### config.mk
export PLATFORM = sky130hd
export DESIGN_NAME = reaction_ctrl
export DESIGN_NICKNAME = d
export VERILOG_FILES = /design/src/rtl/reaction_pkg.sv /design/src/rtl/reaction_ctrl_rise_detect.sv /design/src/rtl/reaction_ctrl.sv
export SDC_FILE = /design/constraint.sdc
export NUM_CORES = 1
export LEC_CHECK = 0
export ABC_AREA = 0
export BUFFER_PORTS_ARGS = -buffer_cell sky130_fd_sc_hd__buf_2
export CELL_PAD_IN_SITES_DETAIL_PLACEMENT = 1
export CELL_PAD_IN_SITES_GLOBAL_PLACEMENT = 1
export CORE_MARGIN = 5
export CORE_UTILIZATION = 37
export CTS_BUF_LIST = sky130_fd_sc_hd__clkbuf_4 sky130_fd_sc_hd__clkbuf_8
export DETAILED_ROUTE_END_ITERATION = 12
export HOLD_SLACK_MARGIN = 0.08
export MAX_ROUTING_LAYER = met4
export PLACE_DENSITY_LB_ADDON = 0.08
export SETUP_SLACK_MARGIN = 0.02
export SYNTH_ARGS = -nofsm -noshare
export SYNTH_HDL_FRONTEND = slang
export SYNTH_HIERARCHICAL = 1
export SYNTH_SLANG_ARGS = --single-unit
### constraint.sdc
create_clock -name MAX10_CLK1_50 -period 1.9 [get_ports MAX10_CLK1_50]
set_input_delay 0.095 -clock MAX10_CLK1_50 [delete_from_list [all_inputs] [get_ports MAX10_CLK1_50]]
set_output_delay 0.095 -clock MAX10_CLK1_50 [all_outputs]
set_load 0.1 [all_outputs]
### src/rtl/reaction_pkg.sv
// Shared types and default constants for the reaction-timer sequencing controller.
package reaction_pkg;

   localparam int unsigned BCD_WIDTH = 16;

   localparam logic [7:0]           MIN_DELAY_DEF   = 8'd16;
   localparam logic [BCD_WIDTH-1:0] TIMEOUT_BCD_DEF = 16'h9999;

   typedef enum logic [2:0] {
      ST_IDLE  = 3'd0,
      ST_ARM   = 3'd1,
      ST_WAIT  = 3'd2,
      ST_REACT = 3'd3,
      ST_DONE  = 3'd4,
      ST_FOUL  = 3'd5
   } state_t;

endpackage

### src/rtl/reaction_ctrl_rise_detect.sv
// 1-bit registered rising-edge detector; o_rise is high in the cycle the input first reads 1.
module rise_detect (
   input  logic i_clk,
   input  logic i_rst_n,
   input  logic i_d,
   output logic o_rise
);

   logic r_prev;

   always_ff @(posedge i_clk or negedge i_rst_n) begin
      if (!i_rst_n) r_prev <= 1'b0;
      else          r_prev <= i_d;
   end

   assign o_rise = i_d & ~r_prev;

endmodule

### src/rtl/reaction_ctrl.sv
// Reaction-timer sequencing controller: random delay, stimulus, BCD timing, foul detection.
// Optional best-time tracking is built when REACTION_BEST_TIME_EN is defined.
module reaction_ctrl
   import reaction_pkg::*;
#(
   parameter logic [7:0]           MIN_DELAY   = MIN_DELAY_DEF,
   parameter logic [BCD_WIDTH-1:0] TIMEOUT_BCD = TIMEOUT_BCD_DEF
) (
   input  logic                 MAX10_CLK1_50,
   input  logic                 RESET_n,
   input  logic                 start_btn,
   input  logic                 react_btn,
   input  logic [7:0]           lfsr_value,
   input  logic                 dly_done,
   input  logic [BCD_WIDTH-1:0] bcd_count,
   output logic                 dly_load,
   output logic [7:0]           dly_preset,
   output logic                 dly_en,
   output logic                 bcd_clr,
   output logic                 bcd_en,
   output logic                 stim_led,
   output logic                 false_start,
   output logic [BCD_WIDTH-1:0] result,
   output logic [2:0]           state
`ifdef REACTION_BEST_TIME_EN
  ,output logic [BCD_WIDTH-1:0] best_time,
   output logic                 new_best
`endif
);

   state_t               r_state;
   state_t               w_next;
   logic                 w_start_rise;
   logic                 w_react_rise;
   logic                 w_dly_load;
   logic                 w_dly_en;
   logic                 w_bcd_clr;
   logic                 w_bcd_en;
   logic                 w_stim;
   logic                 w_capture;
   logic                 w_timeout;
   logic [7:0]           r_preset;
   logic                 r_false_start;
   logic [BCD_WIDTH-1:0] r_result;

   rise_detect u_start_rise (
      .i_clk   (MAX10_CLK1_50),
      .i_rst_n (RESET_n),
      .i_d     (start_btn),
      .o_rise  (w_start_rise)
   );

   rise_detect u_react_rise (
      .i_clk   (MAX10_CLK1_50),
      .i_rst_n (RESET_n),
      .i_d     (react_btn),
      .o_rise  (w_react_rise)
   );

   always_ff @(posedge MAX10_CLK1_50 or negedge RESET_n) begin
      if (!RESET_n) r_state <= ST_IDLE;
      else          r_state <= w_next;
   end

   always_comb begin
      w_next     = r_state;
      w_dly_load = 1'b0;
      w_dly_en   = 1'b0;
      w_bcd_clr  = 1'b0;
      w_bcd_en   = 1'b0;
      w_stim     = 1'b0;
      w_capture  = 1'b0;
      w_timeout  = 1'b0;
      case (r_state)
         ST_IDLE: if (w_start_rise) w_next = ST_ARM;
         ST_ARM: begin
            w_dly_load = 1'b1;
            w_bcd_clr  = 1'b1;
            w_next     = ST_WAIT;
         end
         ST_WAIT: begin
            w_dly_en = 1'b1;
            if (w_react_rise)  w_next = ST_FOUL;
            else if (dly_done) w_next = ST_REACT;
         end
         ST_REACT: begin
            w_stim   = 1'b1;
            w_bcd_en = 1'b1;
            if (w_react_rise) begin
               w_next    = ST_DONE;
               w_capture = 1'b1;
            end else if (bcd_count == TIMEOUT_BCD) begin
               w_next    = ST_DONE;
               w_timeout = 1'b1;
            end
         end
         ST_DONE: if (w_start_rise) w_next = ST_ARM;
         ST_FOUL: if (w_start_rise) w_next = ST_ARM;
         default: w_next = ST_IDLE;
      endcase
   end

   // Preset and foul flag are latched on the transition into ARM/FOUL so they are
   // already valid while the Moore strobes for that state are high.
   always_ff @(posedge MAX10_CLK1_50 or negedge RESET_n) begin
      if (!RESET_n) begin
         r_preset      <= '0;
         r_false_start <= 1'b0;
         r_result      <= '0;
      end else begin
         if (w_next == ST_ARM) begin
            r_preset      <= (lfsr_value < MIN_DELAY) ? MIN_DELAY : lfsr_value;
            r_false_start <= 1'b0;
         end
         if (w_next == ST_FOUL && r_state == ST_WAIT) begin
            r_false_start <= 1'b1;
            r_result      <= '0;
         end
         if (w_capture)      r_result <= bcd_count;
         else if (w_timeout) r_result <= TIMEOUT_BCD;
      end
   end

`ifdef REACTION_BEST_TIME_EN
   logic [BCD_WIDTH-1:0] r_best_time;
   logic                 r_new_best;

   always_ff @(posedge MAX10_CLK1_50 or negedge RESET_n) begin
      if (!RESET_n) begin
         r_best_time <= 16'h9999;
         r_new_best  <= 1'b0;
      end else begin
         r_new_best <= 1'b0;
         if (w_capture && (bcd_count < r_best_time)) begin
            r_best_time <= bcd_count;
            r_new_best  <= 1'b1;
         end
      end
   end

   assign best_time = r_best_time;
   assign new_best  = r_new_best;
`endif

   assign dly_load    = w_dly_load;
   assign dly_en      = w_dly_en;
   assign bcd_clr     = w_bcd_clr;
   assign bcd_en      = w_bcd_en;
   assign stim_led    = w_stim;
   assign dly_preset  = r_preset;
   assign false_start = r_false_start;
   assign result      = r_result;
   assign state       = r_state;

endmodule
==> impl_metrics.csv <==
group,metric,value,unit
synth,synth.area.top_cells,"dfrtp_1 (53%), nand2_1 (6.9%), nand3_2 (6.4%)",
cts,cts-root-buf,"clkbuf_8",
cts,clk_pin_slew,0.06,ns
detailed_routing,routed_via_density,4.95,
critical_path,r2r-start,"state[2]",
detailed_routing,dr.pass1.iters,3,
worst_hold_path,min_from,"bcd_count[10]",
global_route,grt_util_all_layers,0.166,
synth,syn_avg_cell_area,10.6,um^2
detailed_routing,wl_per_cell,15.3,um
critical_path,crit_type,"reg -> out",
detailed_routing,finalWirelength,3950,um
floorplanning,die_area,5150,um^2
cts,cts_tree,"done",
critical_path,critical-path-slowest-cell,"dfrtp_4",
global_route,antenna_found_initial,0,
global_route,grt_pass1_wl,6490,um
critical_path,crit_buf_inv,2,
critical_path,required,1.80,ns
timing,slew_viol_final,0,
critical_path,cp_max_fo,12,
synth,async_reset_ff_frac,1.00,
synth,synth_area,1410,um^2
global_route,grt_max_degree,31,
timing,rsz0062_at_grt,"yes",
floorplanning,die_w,71.8,um
critical_path,worstSetupEndpointType,"output port",
global_route,grt_pass1_vias,1358,
detailed_routing,drcViolationCount,0,
timing,relSlewSlack,0.567,
critical_path,max_stage_delay,0.51,ns
worst_hold_path,worstHoldPathCells,3,
timing,fin_worst_skew,0.0106,ns
timing,timing.fmax,0.538,GHz
detailed_routing,vias,1276,
critical_path,path_delay_family,"flip-flops",
cts,clockBufferDepth,2,
cells_and_area,syn_to_final_growth,42.6,%
placement,numPortBuffers,61,
cells_and_area,fillCellCount,422,
synth,synth_top_cell_area_share,0.532,
synth,syn_inst,133,
detailed_routing,drtIter0Drc,26,
floorplanning,initial_core_util,0.383,
critical_path,reg2reg_depth,4,
synth,ys_ff_latch,30,
floorplanning,die_h,71.8,um
cells_and_area,layout-drive-gt1-share,0.467,
critical_path,cp_cell_sequence,"and2b_4, nand2_2, clkinvlp_4, buf_2",
critical_path,r2r_end,"result[15]",
cells_and_area,multiInputGateArea,606,um^2
cells_and_area,antennaDiodeCount,0,
timing,hold_viol,0,
floorplanning,rows,22,
cts,cts_buffers,5,
timing,period_share,0.978,
run_status,outcome,"completed",
synth,ys.flop_type,"dfrtp_1",
timing,period_needed,1.86,ns
critical_path,startpoint,"state[2]",
cts,clock-sinks,30,
timing,worst_pin_slew,0.649,ns
synth,synth-edff-count,0,
floorplanning,coreArea,3690,um^2
synth,synth_cell_types,30,
cts,clk_latency,0.28,ns
critical_path,reg2reg_slack,0.16,ns
cts,post_cts_buffers,0,
timing,setup_viol,0,
flow_run,drv_cap,0,
critical_path,cp-start-kind,"flip-flop",
synth,yosysSeqAreaShare,0.532,
worst_hold_path,min_path_type,"in -> reg",
global_route,globalRouteOverflowTotal,0,
cts,cts_htree_levels,2,
synth,ys.warnings.count,6,
synth,syn_nets,162,
placement,gp_congestion,0.786,
synth,synth_area_leader_cell,"dfrtp_1",
critical_path,worstPathArrival,1.76,ns
cells_and_area,final_nets,240,
floorplanning,io_pins,62,
timing,whs,0.0945,ns
placement,dp_hpwl,2840,um
detailed_routing,ant_nets,0,
cells_and_area,regArea,759,um^2
worst_hold_path,min_to,"result[10]",
## Yosys cell counts, types with 3 or more instances
library cell,instances
dfrtp_1,30
nand2_1,26
o21ai_0,10
nand3_2,9
nand4_1,8
nor2_1,7
a22o_1,4
and4bb_2,4
a21oi_1,3
buf_4,3
inv_1,3
mux2_2,3
## logic make-up (layout without fill, tap and decap cells)
kind of cell	count (synthesis)	after routing	share of synthesized area
AND/OR/NAND/NOR	67	67	0.301
flip-flops	30	30	0.532
AO/OA/AOI/OAI	21	21	0.0913
buffers and inverters	12	89	0.0523
multiplexers	3	3	0.0239
## per-layer routing
metal	track usage	vias to the layer above	wire length, um
met5	-	-	0
met4	0.0438	0	31
met3	0.0421	5	201
met2	0.281	32	2040
met1	0.196	623	1680
li1	-	616	-
## through the flow
stage | TNS (ns) | worst slack, ns | cells | utilization | instance area, um^2
2_1_floorplan | 0 | 0.00266 | 133 | - | 1460
3_3_place_gp | 0 | 0.250 | 235 | 0.477 | 1760
3_5_place_dp | 0 | 0.193 | 235 | 0.477 | 1760
4_1_cts | 0 | 0.0365 | 258 | 0.546 | 2010
5_1_grt | -0.0106 | -0.00541 | 258 | 0.546 | 2010
6_report | 0 | 0.0418 | 258 | 0.546 | 2010
## flip-flops by register name (all words and copies together) (netlist names)
name and flops:
false_start 1, u_start_rise/r_prev 1, result 16, u_react_rise/r_prev 1
state 3, dly_preset 8
## how the worst max path moves through the flow
stage            endpoint  slack (ns)  cells after the start
3_5_place_dp    result[7]        0.19                      4
5_1_grt          stim_led      -0.005                      4
2_1_floorplan      dly_en       0.003                      2
4_1_cts            bcd_en        0.04                      4
3_3_place_gp   result[12]        0.25                      4
6_report           bcd_en        0.04                      4
## final cells by class
| type | count | share of cell area |
|---|---|---|
| inverters | 3 | 0.00746 |
| well taps | 48 | 0.0298 |
| flip-flops and latches | 30 | 0.377 |
| multi-input cells | 91 | 0.301 |
| clock buffers | 6 | 0.0410 |
| repair buffers | 80 | 0.244 |
## cell usage in the layout, fill, tap and decap left out, drive strengths merged
cell type     n
and4bb        4
a2111oi       1
nor4          1
nor2b         2
o21ai        10
dfrtp        30
a31oi         2
nor2          7
and2b         1
a21oi         3
or3           1
inv           2
nor3          1
buf          63
nand4         9
dlygate4sd3  17
or2           1
mux2          3
and3          1
clkbuf        6
nand3         9
clkinvlp      1
o21a          1
nand2        28
a22o          4
nand2b        2
## worst min-delay path: stages
cell	delay (ns)
buf_2	0.10
nand2_1	0.06
o21ai_0	0.08
## what timing repair did
action,in CTS,in global routing
resized for setup,0,0
endpoints found under the setup margin,0,2
endpoints found under the hold margin,46,0
hold buffers,17,0
Power is left out: the tool's default activity adds up to more than one toggle a clock period on the data nets, which glitch-free logic cannot reach.
